**src/rtl/evaluate_window.sv**
```systemverilog
// evaluate_window: windowed base/test sample comparison producing hit score, worst error and verdict
module evaluate_window #(
  parameter int WIDTH       = 16,
  parameter int NUM_SAMPLES = 256,
  parameter int PASS_COUNT  = 192,
  parameter int REL_SHIFT   = 3,
  localparam int SW         = $clog2(NUM_SAMPLES + 1)
) (
  input  logic             i_clk,
  input  logic             i_rst_n,
  input  logic             i_start,
  input  logic             i_abort,
  input  logic             i_mode,
  input  logic [WIDTH-1:0] i_tolerance,
  input  logic             i_valid,
  input  logic [WIDTH-1:0] i_signal_base,
  input  logic [WIDTH-1:0] i_signal_test,
  output logic             o_busy,
  output logic             o_finish,
  output logic             o_result,
  output logic [SW-1:0]    o_score,
  output logic [WIDTH:0]   o_max_err
);
  typedef enum logic [1:0] {S_IDLE, S_RUN, S_FLUSH, S_DONE} state_t;
  state_t           r_state, w_next;
  logic             r_mode;
  logic [WIDTH-1:0] r_tol;
  logic [SW-1:0]    r_cnt, r_hits;
  logic [WIDTH:0]   r_max_err, r_s1_abs, r_s1_tol;
  logic             r_s1_valid;
  logic             w_start, w_accept, w_last;
  logic [WIDTH:0]   w_base_x, w_diff, w_abs_diff, w_abs_base, w_tol;
  assign w_start    = (r_state == S_IDLE) && i_start;
  assign w_accept   = (r_state == S_RUN) && i_valid && !i_abort;
  assign w_last     = w_accept && (r_cnt == SW'(NUM_SAMPLES - 1));
  assign w_base_x   = {i_signal_base[WIDTH-1], i_signal_base};
  assign w_diff     = w_base_x - {i_signal_test[WIDTH-1], i_signal_test};
  assign w_abs_diff = w_diff[WIDTH] ? -w_diff : w_diff;
  assign w_abs_base = w_base_x[WIDTH] ? -w_base_x : w_base_x;
  assign w_tol      = r_mode ? (w_abs_base >> REL_SHIFT) : {1'b0, r_tol};
  // next-state and busy decode; abort pulls RUN/FLUSH straight back to IDLE
  always_comb begin
    w_next = r_state;
    o_busy = (r_state == S_RUN) || (r_state == S_FLUSH);
    case (r_state)
      S_IDLE:  w_next = i_start ? S_RUN : S_IDLE;
      S_RUN:   w_next = i_abort ? S_IDLE : (w_last ? S_FLUSH : S_RUN);
      S_FLUSH: w_next = i_abort ? S_IDLE : S_DONE;
      default: w_next = S_IDLE;
    endcase
  end
  // state register
  always_ff @(posedge i_clk or negedge i_rst_n) begin
    if (!i_rst_n) r_state <= S_IDLE;
    else          r_state <= w_next;
  end
  // two-stage datapath: stage 1 registers |diff| and tolerance, stage 2 accumulates
  always_ff @(posedge i_clk or negedge i_rst_n) begin
    if (!i_rst_n) begin
      r_mode     <= 1'b0;
      r_tol      <= '0;
      r_cnt      <= '0;
      r_hits     <= '0;
      r_max_err  <= '0;
      r_s1_valid <= 1'b0;
      r_s1_abs   <= '0;
      r_s1_tol   <= '0;
    end else begin
      r_s1_valid <= w_accept;
      if (w_accept) begin
        r_cnt    <= r_cnt + 1'b1;
        r_s1_abs <= w_abs_diff;
        r_s1_tol <= w_tol;
      end
      if (w_start) begin
        r_mode    <= i_mode;
        r_tol     <= i_tolerance;
        r_cnt     <= '0;
        r_hits    <= '0;
        r_max_err <= '0;
      end else if (r_s1_valid) begin
        r_hits    <= r_hits + SW'(r_s1_abs <= r_s1_tol);
        r_max_err <= (r_s1_abs > r_max_err) ? r_s1_abs : r_max_err;
      end
    end
  end
  // publish results on leaving DONE; they hold until the next completed window
  always_ff @(posedge i_clk or negedge i_rst_n) begin
    if (!i_rst_n) begin
      o_finish  <= 1'b0;
      o_result  <= 1'b0;
      o_score   <= '0;
      o_max_err <= '0;
    end else begin
      o_finish <= (r_state == S_DONE);
      if (r_state == S_DONE) begin
        o_score   <= r_hits;
        o_max_err <= r_max_err;
        o_result  <= (r_hits >= SW'(PASS_COUNT));
      end
    end
  end
endmodule

```
**config.mk**
```make
export PLATFORM = sky130hd
export DESIGN_NAME = evaluate_window
export DESIGN_NICKNAME = d
export VERILOG_FILES = /design/src/rtl/evaluate_window.sv
export SDC_FILE = /design/constraint.sdc
export NUM_CORES = 1
export LEC_CHECK = 0
export CAP_MARGIN = 15
export CORE_AREA = 2 2 114 116
export DETAILED_ROUTE_END_ITERATION = 10
export DIE_AREA = 0 0 116 118
export PLACE_DENSITY = 0.86
export SYNTH_ARGS = -nofsm -noshare
export SYNTH_HDL_FRONTEND = slang
export SYNTH_SLANG_ARGS = --single-unit
```
**constraint.sdc**
```tcl
create_clock -name i_clk -period 4.04 [get_ports i_clk]
set_clock_uncertainty 0.2 [all_clocks]
set_input_delay 0.808 -clock i_clk [delete_from_list [all_inputs] [get_ports i_clk]]
set_output_delay 0.808 -clock i_clk [all_outputs]
set_load 0.01 [all_outputs]
```
==> results of run 1 <==
-- registers in the layout, indices dropped and copies added (netlist names), 2 cells and up --
name and cells:
o_max_err 17, r_cnt 9, r_s1_abs 17, o_score 9, r_hits 9, r_tol 16
r_s1_tol 16, r_state 2, r_max_err 17
-- cell families after synthesis --
logic type | synth area share, %
AO/OA/AOI/OAI | 13.5
multiplexers | 9.76
flip-flops | 42.0
XOR/XNOR | 6.21
buffers and inverters | 5.13
adder cells (fa/ha/maj) | 10.8
AND/OR/NAND/NOR | 12.6
-- worst max path at each step --
stage                          start                  endpoint  depth (start not counted)
CTS                 i_signal_base[2]  r_s1_abs[15]$_DFFE_PN0P_                         11
finish              i_signal_base[2]  r_s1_abs[15]$_DFFE_PN0P_                         11
global route        i_signal_base[0]  r_s1_abs[14]$_DFFE_PN0P_                         16
floorplan           i_signal_base[0]  r_s1_abs[14]$_DFFE_PN0P_                         14
global placement    i_signal_base[0]  r_s1_abs[15]$_DFFE_PN0P_                         15
detailed placement  i_signal_base[2]  r_s1_abs[15]$_DFFE_PN0P_                         11
-- metrics by stage --
stage | util [%] | std cells
6_report | 69.8 | 994
5_1_grt | 69.8 | 994
3_3_place_gp | 65.0 | 961
4_1_cts | 69.7 | 993
2_1_floorplan | - | 709
3_5_place_dp | 65.0 | 961
-- power groups by stage --
| stage | registers (mW) | clock network (mW) | logic, mW |
|---|---|---|---|
| 6_report | 1.58 | 1.46 | 1.37 |
| 5_1_grt | 1.60 | 1.53 | 1.54 |
| 4_1_cts | 1.57 | 1.47 | 1.36 |
| 3_5_place_dp | 1.59 | 0 | 1.26 |
| 3_3_place_gp | 1.57 | 0 | 1.16 |
| 2_1_floorplan | 1.49 | 0 | 0.894 |
-- per-layer routing --
metal | global-route usage, % | up-vias
met1 | 31.0 | 2708
met5 | 0 | -
met4 | 13.2 | 0
met2 | 44.7 | 229
li1 | - | 2676
met3 | 5.30 | 75
-- placed cells by master (no fill, tap or decap), drive strengths merged, types with 4 or more instances in the layout --
master	synthesis	layout
a211oi	4	4
a21o	10	10
a21oi	29	29
a31oi	4	4
and3	4	4
buf	9	31
clkbuf	22	20
clkdlybuf4s50	0	81
clkinv	0	6
clkinvlp	0	4
dfrtp	116	116
ha	58	58
inv	62	62
mux2	43	43
mux2i	19	19
nand2	60	60
nand2b	5	5
nand3	11	11
nand4	15	15
nor2	54	54
nor2b	5	5
nor3	6	6
o211ai	14	14
o21a	4	4
o21ai	62	62
o31ai	6	6
or3	8	8
xnor2	21	21
xor2	28	28
-- layout make-up --
class | count | area [µm²] | area share (%)
sequential | 116 | 2900 | 33.5
clock buffer | 20 | 457 | 5.27
tap | 172 | 215 | 2.48
multi-input combinational | 500 | 3660 | 42.2
timing repair buffer | 112 | 1070 | 12.3
clock inverter | 12 | 131 | 1.52
inverter | 62 | 233 | 2.69
-- critical path, cell delays in order --
cell and delay, ns:
clkdlybuf4s50_1 0.45, ha_1 0.39, o21ai_0 0.30, a21oi_1 0.11, o21a_1 0.19, o41ai_1 0.41
xor2_1 0.24, nand4_1 0.19, o41ai_2 0.42, xnor2_1 0.17, o21ai_1 0.07
-- repair_timing --
action,CTS,global route
endpoints found under the setup margin,0,2
buffers inserted,0,1
gates resized for setup,0,1
==> run metrics, run 1 <==
status finished clean; Power Dens Cells between 500 and 600 nW/µm²; Setup Crit Path Kind primary input to flop; post-synthesis cell type count 56; FMAX between 200 and 300 MHz; leakage 3.93 nW; M1 WL 6720 µm; TritonCTS clock tree done; peak supply drop between 0.0003 and 0.0004 V; largest net degree at the start of global routing 77; Seq cells post-synth 116; hold slack final approximately 0.18 ns; post-synthesis cell area 6910 µm²; internal power roughly 3 mW; area grow syn2layout 25.4%; DIE AREA 13,700 µm²; CP arrival ~3.8 ns; vias per cell 5.72; EDFF count, synth 0; highest metal used met4; # Max-Cap Violations 0; Synth area leaders dfrtp_1 42%, ha_1 11%, mux2_2 7.0%, o21ai_0 4.1%, xor2_1 3.6%; Ports 83; design area 8660 µm²; final setup violation count 0; Met3 Wirelength a little over 900 µm; Least-Margin Pin Slew 0.924 ns; dpl ws -0.112 ns; min Tclk post-route approximately 3.7 ns; CP endpoint kind flop; GPL Wtd Cong slightly below 0.9; Max Root-Sink Buffers 2; HP Class primary input to asynchronous set/reset pin; PortBufs 82; layout cell share with drive strength beyond 1 14.5%; Die Ht about 120 µm; vias in the first global route 5,913; final setup TNS 0 ns; max-slew violation count 0; Initial DRC Count 383; GRT Util Overall a little over a quarter; Final #Nets 922; Post-Place Cell Area 8060 µm²; RSZ-0062 raised after global routing no; final hold vios 0; DRC viols 0; Cell Rows about 40; Initial Util 55.6%; syn_area_per_cell 9.74 µm²; Synth top area share 42.0%; top cell type by total area after synthesis dfrtp_1; Reg clk slew, reported paths 0.05 ns; Max FO, Critical Path 5; Synthesis Warnings 0; First-pass DRT Iterations 6; Most used DFF post-synth dfrtp_1; cell with the most instances after synthesis dfrtp_1; initial antenna violation count 0; Flop pwr share 35.9%; max_slew headroom 38.2%; global-route wire length before repair 28,400 µm; Final ANT Viol Nets 0; routed len/inst 17.0 µm; die width 116 µm; Seq/Total Area, Yosys 42.0%; clock sinks 116; FFs w/ async S/R, synth between 90% and 100%; worst setup margin approximately 0.36 ns; Post-synth top cells 116 x dfrtp_1, 62 x inv_1, 60 x nand2_1; GRT overflow 0; reg-to-reg startpoint r_s1_abs[4]$_DFFE_PN0P_; Comb power frac 31.1%; NetSw 1.48 mW; Via Count 5,688; Period Utilization, post-route 91.1%; Detail Route met2 WL 8480 µm; FF-to-FF setup slack 0.40 ns; hold buffers post-CTS 0; total power roughly 4.4 mW; clock network power share 33.1%; CP Launch Type primary input; # fillers between 900 and 1,000; worst path required time 4.11 ns; core box area 12,400 µm²; synthesized net count ~820; Clock Latency Late Sink 0.41 ns; diode count 0; worst r2r dst r_hits[8]$_DFFE_PN0P_; cts bufs inserted 17; Post-Route WL about 17,000 µm; cell count after synthesis 709; CTS HTree Levels 4; CTS root buf clkbuf_16; switch share 33.6%; DP HPWL approximately 12,000 µm; reg2reg path depth 15
Power figures use the tool's default switching activity.
==> run 2: changes to the inputs <==
Settings changed: CORE_AREA 2 2 114 116 to 2 2 116 118, DIE_AREA 0 0 116 118 to 0 0 118 120, PLACE_DENSITY 0.86 to 0.83.
==> run metrics, run 2 (synthesis gave the netlist of run 1 again) <==
PortBufs a little over 80; DRC viols 0; Least-Margin Pin Slew 0.954 ns; routed len/inst between 15 and 20 µm; CP Launch Type flop; DP HPWL 12,100 µm; max-slew violation count 0; max_slew headroom 36.2%; Power Dens Cells 503 nW/µm²; CP endpoint kind flop; Post-Place Cell Area 8040 µm²; Initial DRC Count 465; leakage 3.92 nW; final hold vios 0; Via Count 5,586; worst path required time 4.17 ns; Period Utilization, post-route 92.1%; CP arrival between 3 and 4 ns; hold slack final around 0.30 ns; Largest regs o_max_err (17), r_max_err (17), r_s1_abs (17); total power 4.35 mW; Die Ht between 100 and 150 µm; GRT overflow 0; TritonCTS clock tree done; core box area around 13,000 µm²; final setup TNS 0 ns; GRT Util Overall 23.7%; Initial Util 53.2%; Final #Nets 920; commonest non-fill, non-tap cell in the layout dfrtp_1; Setup Crit Path Kind flop to flop; GPL Wtd Cong 0.910; Clock Latency Late Sink 0.41 ns; # Max-Cap Violations 0; CTS root buf clkbuf_16; area grow syn2layout 25.1%; layout cell share with drive strength beyond 1 14.2%; CTS HTree Levels 4; die width 118 µm; initial antenna violation count 0; diode count 0; DIE AREA 14,200 µm²; clock sinks between 100 and 150; Post-Route WL 16,300 µm; cts bufs inserted 17; Final ANT Viol Nets 0; vias in the first global route 5,638; status finished clean; largest net degree at the start of global routing 68; final setup violation count 0; HP Class flop to flop; global-route wire length before repair about 27,000 µm; design area 8640 µm²; Ports 83; commonest non-fill, non-tap cells in the layout 116 x dfrtp_1, 81 x clkdlybuf4s50_1, 62 x inv_1, 60 x nand2_1, 58 x ha_1; peak supply drop 0.000357 V; Reg clk slew, reported paths ~0.05 ns; vias per cell 5.61; First-pass DRT Iterations 5; worst setup margin ~0.32 ns; Cell Rows 42; dpl ws -0.0907 ns; FMAX 269 MHz; Max Root-Sink Buffers 2; Max FO, Critical Path 4; RSZ-0062 raised after global routing no; min Tclk post-route ~3.7 ns
-- run 2: worst max-delay path, cell delays in order, from the launching register on --
cell	delay, ns
dfrtp_1	0.45
ha_1	0.35
a21oi_1	0.13
nor2b_1	0.05
o21ai_0	0.22
o211ai_1	0.16
a21o_1	0.21
a21oi_1	0.16
o21ai_0	0.13
a221o_1	0.31
a21oi_1	0.19
ha_1	0.21
ha_1	0.19
nand4_1	0.13
or3_1	0.39
a21oi_1	0.16
-- run 2: layout make-up --
cell class | instances | area [µm²]
clock buffers | 22 | 484
multi-input cells | 500 | 3660
inverters | 62 | 233
fillers | 976 | 4340
well taps | 176 | 220
flip-flops and latches | 116 | 2900
repair buffers | 110 | 1040
clock inverters | 9 | 103
-- run 2: path summary, 6_finish.rpt --
check / startpoint / to / slack [ns] / cells past startpoint
worst min register to register: o_max_err[5]$_DFFE_PN0P_ / o_max_err[5]$_DFFE_PN0P_ / 0.30 / 1
worst max-delay path: r_s1_abs[4]$_DFFE_PN0P_ / r_hits[8]$_DFFE_PN0P_ / 0.32 / 15
worst max register to register: r_s1_abs[4]$_DFFE_PN0P_ / r_hits[8]$_DFFE_PN0P_ / 0.32 / 15
worst min-delay path: o_max_err[5]$_DFFE_PN0P_ / o_max_err[5]$_DFFE_PN0P_ / 0.30 / 1
max in group asynchronous: i_rst_n / r_s1_tol[8]$_DFFE_PN0P_ / 2.59 / 2
min in group asynchronous: i_rst_n / r_max_err[15]$_DFFE_PN0P_ / 0.32 / 1
-- run 2: what timing repair did --
item,4_1_cts,5_1_grt
gates resized for setup,0,1
hold buffers,0,0
endpoints found under the setup margin,0,2
buffers inserted,0,1
-- run 2: per-layer routing --
layer  share of wire, %  up-vias  routed length, µm  global-route usage (%)
met2                 52      184               8490                    43.3
met1                 41     2689               6680                    27.5
met5                  0        -                  0                       0
li1                   -     2673                  -                       -
met3                4.9       40                803                    4.61
met4                2.2        0                367                    8.89
-- run 2: stage by stage --
step,util [%],instances
6_report,66.6,995
5_1_grt,66.6,995
4_1_cts,66.5,994
3_5_place_dp,62.0,963
3_3_place_gp,62.0,963
2_1_floorplan,-,709
-- run 2: power by group --
part           internal [mW]  total [mW]  switching, mW  leakage (nW)
sequential              1.37        1.58          0.217          1.52
clock                  0.963        1.47          0.505         0.284
combinational          0.604        1.29          0.688          2.11
total                   2.93        4.35           1.41          3.92
==> run 3: changes to the inputs <==
Settings changed: CAP_MARGIN 15 to default.
Clock period 4.04 ns to 3.8 ns, I/O delays scaled along.
==> run metrics, run 3 (synthesis gave the netlist of run 1 again) <==
switch share 32.5%; First-pass DRT Iterations 6; Max Root-Sink Buffers 2; Initial DRC Count approximately 470; TritonCTS clock tree done; Comb power frac 30.1%; Final ANT Viol Nets 0; Max FO, Critical Path 3; core box area 13,000 µm²; Crit-path slowest cell clkdlybuf4s50_1; DP HPWL 12,500 µm; Least-Margin Pin Slew 0.909 ns; Crit path largest cell delay around 0.42 ns; DIE AREA 14,200 µm²; Clock Latency Late Sink ~0.42 ns; CP endpoint kind flop; Cell Rows 42; die width 118 µm; HP Class primary input to asynchronous set/reset pin; initial antenna violation count 0; max-slew violation count 0; final setup TNS 0 ns; crit path cell chain clkdlybuf4s50_1 > inv_1 > ha_1 > inv_1 > fa_1 > a211oi_2 > buf_4 > nor2_1 > xnor2_1 > nand3_1 > buf_4 > nor3_2 > nand4_1 > o31ai_2 > xor2_1 > o21ai_0; largest net degree at the start of global routing 66; total power 4.88 mW; routed len/inst 17.3 µm; final setup violation count 0; worst path required time 3.88 ns; final hold vios 0; PortBufs 82; max_slew headroom ~39%; vias in the first global route 6,042; layout cell share with drive strength beyond 1 ~18%; diode count 0; CTS HTree Levels 4; Reg clk slew, reported paths around 0.050 ns; commonest non-fill, non-tap cell in the layout dfrtp_1; Initial Util 53.2%; Flop pwr share 34.6%; Final #Nets 946; NetSw 1.59 mW; GPL Wtd Cong 0.958; DRC viols 0; Setup Crit Path Kind primary input to flop; Post-Route WL 17,700 µm; cts bufs inserted 17; peak supply drop approximately 0.00043 V; global-route wire length before repair 29,000 µm; CTS root buf clkbuf_16; internal power 3.29 mW; area grow syn2layout 29.4%; vias per cell around 5.7; GRT Util Overall roughly a quarter; Via Count 5,823; FMAX 276 MHz; Power Dens Cells 546 nW/µm²; GRT overflow 0; CP arrival about 3.7 ns; reg-to-reg startpoint r_s1_abs[1]$_DFFE_PN0P_; Largest regs o_max_err (17), r_max_err (17), r_s1_abs (17); min Tclk post-route 3.63 ns; hold buffers post-CTS 0; clock network power share 35.4%; CP Launch Type primary input; # Max-Cap Violations 0; Period Utilization, post-route 95.4%; Die Ht 120 µm; # fillers 935; leakage 4.08 nW; clock sinks 116; commonest non-fill, non-tap cells in the layout 116 x dfrtp_1, 81 x clkdlybuf4s50_1, 62 x inv_1, 60 x nand2_1, 57 x ha_1; crit path from i_signal_base[0]; status finished clean; Ports between 80 and 90
==> run 3: through the flow <==
stage	setup slack [ns]	cells	utilization (%)	hold WS [ns]	area (µm²)
6_report	0.174	1022	68.9	0.247	8940
5_1_grt	-0.0791	1022	68.9	0.316	8940
4_1_cts	0.111	1021	68.5	0.279	8890
3_5_place_dp	-0.321	989	63.6	0.295	8250
3_3_place_gp	-0.155	989	63.6	0.289	8250
2_1_floorplan	0.235	709	-	0.254	6910
==> run 3: power by group through the flow <==
stage	Sequential [mW]	Clock, mW	Combinational [mW]
detailed placement	1.69	0	1.36
floorplan	1.58	0	0.950
finish	1.69	1.73	1.47
global placement	1.67	0	1.26
CTS	1.68	1.74	1.42
global route	1.70	1.79	1.64
==> run 3: area by class of cell <==
class | instances | area, µm² | share of cell area [%]
clock buffer | 21 | 470 | 5.26
multi-input combinational | 500 | 3690 | 41.3
inverter | 62 | 233 | 2.60
sequential | 116 | 2900 | 32.5
tap | 176 | 220 | 2.46
timing repair buffer | 136 | 1250 | 14.0
clock inverter | 11 | 174 | 1.95
==> run 3: final timing paths <==
path,slack (ns),to,cells past startpoint
setup / recovery,0.17,r_s1_abs[14]$_DFFE_PN0P_,16
hold / removal,0.25,r_max_err[16]$_DFFE_PN0P_,1
setup reg to reg,0.27,r_hits[8]$_DFFE_PN0P_,14
hold reg to reg,0.30,o_score[5]$_DFFE_PN0P_,1
max in group asynchronous,2.39,r_tol[14]$_DFFE_PN0P_,2
min in group i_clk,0.30,o_score[5]$_DFFE_PN0P_,1
==> run 3: critical path: cells and delay by family <==
family	cells	cell delay [ns]
simple gates	4	0.56
buf+inv	5	0.87
fa+ha+maj	2	0.57
xor+xnor	2	0.33
compound gates	3	0.63
==> run 3: layer usage <==
metal	up-vias	global-route usage [%]	wire length (µm)
li1	2719	-	-
met1	2850	29.1	6980
met2	213	47.5	9460
met3	41	4.52	801
met4	0	10.9	465
met5	-	0	0
==> run 3: what timing repair did <==
item,CTS,global route
setup buffers,0,1
gates resized for setup,0,10
setup endpoints to repair,0,6
endpoints found under the hold margin,0,0
